File: src/rtl/bs_pkg.sv
// Shared command codes, state encoding and default sizing for the sample sequencer.
package bs_pkg;

   localparam int unsigned LATENCY_DEF = 50;
   localparam int unsigned CNT_W_DEF   = 32;

   localparam logic [3:0] CMD_RUN   = 4'd1;
   localparam logic [3:0] CMD_ACK   = 4'd2;
   localparam logic [3:0] CMD_ABORT = 4'd3;

   // Encoding is visible on the status port, so the values are fixed.
   typedef enum logic [3:0] {
      StIdle     = 4'd0,
      StRunning  = 4'd1,
      StComplete = 4'd2,
      StLoad     = 4'd3,
      StDrain    = 4'd4
   } state_e;

endpackage

File: src/rtl/bs_valid_pipe.sv
// Valid-bit delay line that mirrors the datapath latency; the last stage flags a result.
module bs_valid_pipe #(
   parameter int unsigned LATENCY = bs_pkg::LATENCY_DEF
) (
   input  logic clk,
   input  logic reset,
   input  logic valid_in,
   output logic valid_out
);

   logic [LATENCY-1:0] sr_q, sr_d;

   // Shift in one stage per cycle; the oldest bit falls off the top.
   always_comb begin
      sr_d = LATENCY'({sr_q, valid_in});
   end

   // Delay-line register; reset flushes anything in flight.
   always_ff @(posedge clk or posedge reset) begin
      if (reset) begin
         sr_q <= '0;
      end else begin
         sr_q <= sr_d;
      end
   end

   assign valid_out = sr_q[LATENCY-1];

endmodule

File: src/rtl/bs_seq_ctrl.sv
// Sample sequencer: issues GRN samples into the datapath and tracks their retirement.
module bs_seq_ctrl
   import bs_pkg::*;
#(
   parameter int unsigned LATENCY = LATENCY_DEF,
   parameter int unsigned CNT_W   = CNT_W_DEF
) (
   input  logic             clk,
   input  logic             reset,
   input  logic [3:0]       cmd,
   input  logic [CNT_W-1:0] niter,
   input  logic             grn_valid,
   output logic             grn_ready,
   output logic             issue_valid,
   output logic             cfg_load,
   output logic             acc_clr,
   output logic             acc_en,
   output logic [3:0]       status,
   output logic             aborted,
   output logic [CNT_W-1:0] issued_cnt,
   output logic [CNT_W-1:0] retired_cnt
);

   state_e           state_q, state_d;
   logic [CNT_W-1:0] target_q, target_d;
   logic [CNT_W-1:0] issued_q, issued_d;
   logic [CNT_W-1:0] retired_q, retired_d;
   logic             aborted_q, aborted_d;

   logic abort_req;
   logic issue_room;

   assign abort_req  = (cmd == CMD_ABORT);
   assign issue_room = (issued_q < target_q);

   // State register.
   always_ff @(posedge clk or posedge reset) begin
      if (reset) begin
         state_q <= StIdle;
      end else begin
         state_q <= state_d;
      end
   end

   // Next-state logic; commands outside their owning state are ignored.
   always_comb begin
      state_d = state_q;
      unique case (state_q)
         StIdle:     if (cmd == CMD_RUN) state_d = StLoad;
         StLoad:     state_d = StRunning;
         StRunning:  if (abort_req || !issue_room) state_d = StDrain;
         StDrain:    if (retired_q == issued_q) state_d = StComplete;
         StComplete: if (cmd == CMD_ACK) state_d = StIdle;
         default:    state_d = StIdle;
      endcase
   end

   // Control strobes; an ABORT suppresses issue in the cycle it arrives.
   always_comb begin
      issue_valid = (state_q == StRunning) && grn_valid && issue_room && !abort_req;
      grn_ready   = issue_valid;
      cfg_load    = (state_q == StLoad);
      acc_clr     = (state_q == StLoad);
      status      = state_q;
   end

   // Run bookkeeping: target capture, issue/retire counts and abort flag.
   always_comb begin
      target_d  = target_q;
      issued_d  = issued_q;
      retired_d = retired_q;
      aborted_d = aborted_q;
      if ((state_q == StIdle) && (cmd == CMD_RUN)) begin
         target_d = niter;
      end
      if (state_q == StLoad) begin
         issued_d  = '0;
         retired_d = '0;
         aborted_d = 1'b0;
      end else begin
         if (issue_valid) begin
            issued_d = issued_q + CNT_W'(1);
         end
         // Guard keeps retired_cnt from ever passing issued_cnt.
         if (acc_en && (retired_q < issued_q)) begin
            retired_d = retired_q + CNT_W'(1);
         end
         if ((state_q == StRunning) && abort_req) begin
            aborted_d = 1'b1;
         end
      end
   end

   // Bookkeeping registers.
   always_ff @(posedge clk or posedge reset) begin
      if (reset) begin
         target_q  <= '0;
         issued_q  <= '0;
         retired_q <= '0;
         aborted_q <= 1'b0;
      end else begin
         target_q  <= target_d;
         issued_q  <= issued_d;
         retired_q <= retired_d;
         aborted_q <= aborted_d;
      end
   end

   assign aborted     = aborted_q;
   assign issued_cnt  = issued_q;
   assign retired_cnt = retired_q;

   bs_valid_pipe #(
      .LATENCY(LATENCY)
   ) u_valid_pipe (
      .clk      (clk),
      .reset    (reset),
      .valid_in (issue_valid),
      .valid_out(acc_en)
   );

endmodule

File: config.mk
export PLATFORM = sky130hd
export DESIGN_NAME = bs_seq_ctrl
export DESIGN_NICKNAME = d
export VERILOG_FILES = /design/src/rtl/bs_pkg.sv /design/src/rtl/bs_valid_pipe.sv /design/src/rtl/bs_seq_ctrl.sv
export SDC_FILE = /design/constraint.sdc
export NUM_CORES = 1
export LEC_CHECK = 0
export CORE_UTILIZATION = 40
export CTS_CLUSTER_DIAMETER = 60
export DETAILED_ROUTE_END_ITERATION = 10
export DONT_BUFFER_PORTS = 1
export PLACE_DENSITY_LB_ADDON = 0.1
export REMOVE_ABC_BUFFERS = 1
export SYNTH_ARGS = -nofsm -noshare
export SYNTH_HDL_FRONTEND = slang
export SYNTH_SLANG_ARGS = --single-unit
File: constraint.sdc
create_clock -name clk -period 5.36 [get_ports clk]
set_input_delay 0.804 -clock clk [delete_from_list [all_inputs] [get_ports clk]]
set_output_delay 0.804 -clock clk [all_outputs]
set_load 0.005 [all_outputs]
==> results.ini <==
[detailed_routing]
post-route-drc-count = 0
vias = 6166
dr.pass1.iters = 5
vias_per_cell = 5.80
drt_wl_total_mm = 20.3
post_drt_wl_per_cell_microns = 19.1
drtIter0Drc = 492
postRouteAntennaNets = 0

[critical_path]
crit_path_max_fanout = 21
critical_path_class = flop to primary output
cp.arrival_ps = 3310
crit-reg2reg-launch = issued_cnt[29]$_DFFE_PP0P_
crit_path_end_kind = primary output
r2r_setup_slack_ps = 1660
ff2ff_path_depth = 7
r2r_end = issued_cnt[28]$_DFFE_PP0P_
start_kind = flop
required_ps = 4560
crit_path_start = issued_cnt[29]$_DFFE_PP0P_

[finish]
syn2layout_area_growth_pct = 10.6
final_common_cell = dfrtp_1
final_net_count = 894
layout_common_cells = dfrtp_1, nand2_1, inv_1
drive_above_1_share = 0.0660
antenna_cells = 0

[power_and_ir_drop]
p_leak_nw = 4.07
power.density_nw_per_um2 = 432
peakVddDrop_v = 0.000258

[logic_synthesis]
synth_top_cell_area_share = 0.476
synthCells = 801
synth-edff-count = 0
yosysTopAreaCell = dfrtp_1
syn_area_sq_um = 7890
synthFlopType = dfrtp_1
ys_ff_latch = 150
ys_seq_area_frac = 0.476
synthArstFlopShare = 1.00
synth.distinct_cells = 62
synth.area.top_cells = dfrtp_1, ha_1, nand2_1
avgSynthCellArea_sq_um = 9.85
yosysWarnings = 0

[clocking]
cts_buffers = 17
root_buffer = clkbuf_16
cts_setup_buffers = 0
cts_resized = 0
clkSinkCount = 150
cts_hold_buffers = 0
cts_tree = done
worstSkewPairLatency_ps = 430
clk_pin_slew_ps = 70
clock_path_buffers = 2
htreeDepth = 4

[global_route]
grt_max_degree = 111
grt.total_usage = 0.211
grt_first_pass_wirelength_mm = 33.0
grt-ovfl-total = 0
grt_pass1_vias = 6018
grt_antenna_before_repair = 0

[hold_path]
holdPathEnd = u_valid_pipe.sr_q[30]$_DFF_PP0_
hold_path_class = flop to flop
whs_path_depth = 0
hp-start = u_valid_pipe.sr_q[29]$_DFF_PP0_

[outcome]
status = completed

[flow_run]
maxCapViolCount = 0

[die]
dieArea_sq_um = 20300
die_width_microns = 142
rows = 50
core-area_sq_um = 19000
die_y_microns = 142
initial_core_util = 0.415
io-pin-count = 113

[place]
io_buffer_count = 0
dp_slack_ps = 1670
place.gp.congestion = 0.834
place_hpwl_mm = 14.5

[timing]
finalWorstSetupSlack_ps = 1250
worst_pin_slew_ps = 1150
slew_viol_final = 0
whs_ps = 342
period_share = 0.767
timing.slew.headroom = 0.226
clock-skew-final_ps = 8.57
max_freq_ghz = 0.243
setup_viol = 0
final-hold-violation-count = 0
rsz0062_at_grt = false
fin_crit_ps = 4110

[power breakdown]
group / switching (mW) / internal [mW] / total (mW) / leakage [nW]
Clock: 0.547 / 0.675 / 1.22 / 0.294
Sequential: 0.240 / 1.38 / 1.62 / 2.01
Combinational: 0.562 / 0.360 / 0.922 / 1.77
[stage by stage]
step                cell area, sq um  instances  setup TNS (ps)  power [mW]   util
floorplan                       7730        764            -652        2.26      -
global placement                8120       1031               0        2.52  0.427
detailed placement              8120       1031               0        2.57  0.427
CTS                             8720       1063               0        3.80  0.458
global route                    8720       1063               0        4.03  0.458
finish                          8720       1063               0        3.77  0.458
[sequential cells by signal, indices dropped and copies added, names as in the netlist]
name	count
aborted	1
issued_cnt	32
retired_cnt	32
status	3
target_q	32
u_valid_pipe.sr_q	50
[critical path: stages, from the launching register on]
cell	delay [ps]
dfrtp_1	460
ha_1	340
a21o_1	160
a21o_1	170
a2111oi_1	720
and2_1	530
nand2_1	100
buf_4	240
inv_2	170
[logic make-up after synthesis]
kind of cell	after synthesis	share of synthesized area
flops	150	0.476
buf+inv	108	0.0539
xor+xnor	7	0.00777
other cells	1	0.000476
simple gates	279	0.189
compound gates	174	0.147
fa+ha+maj	65	0.103
mux	17	0.0221
[how the worst max path moves through the flow]
stage                     slack [ps]  depth (start not counted)                         end
after floorplan                 -200                          4     target_q[0]$_DFFE_PP0P_
after global placement          1740                          8                   grn_ready
after detailed placement        1670                          7  issued_cnt[27]$_DFFE_PP0P_
after CTS                       1240                          8                   grn_ready
after global routing            1030                          8                 issue_valid
final                           1250                          8                   grn_ready
[layout make-up]
class | instances | area [sq um]
Inverter | 71 | 272
Clock inverter | 14 | 156
Timing Repair Buffer | 7 | 52.6
Fill cell | 1816 | 10300
Clock buffer | 18 | 439
Sequential cell | 150 | 3750
Multi-Input combinational cell | 543 | 3720
Tap cell | 260 | 325
[metal layers]
metal,part of all wire,vias to the layer above,track usage
met1,0.47,3038,0.291
met4,0.011,0,0.0555
met2,0.45,197,0.329
met5,0,-,0
met3,0.068,25,0.0535
li1,-,2906,-
[Yosys cell counts (all sizes together), types with 9 or more instances]
master,count
mux2i,14
dfrtp,150
a21o,20
nor4,10
o221ai,13
and3,9
nand4,33
nand3,32
nand2b,17
inv,71
ha,65
o21ai,49
nor3,15
or4,25
clkbuf,29
nand2,83
nor2,27
o31ai,12
a21oi,33
o41ai,9
Note: power is estimated with default switching activity, not from simulation.
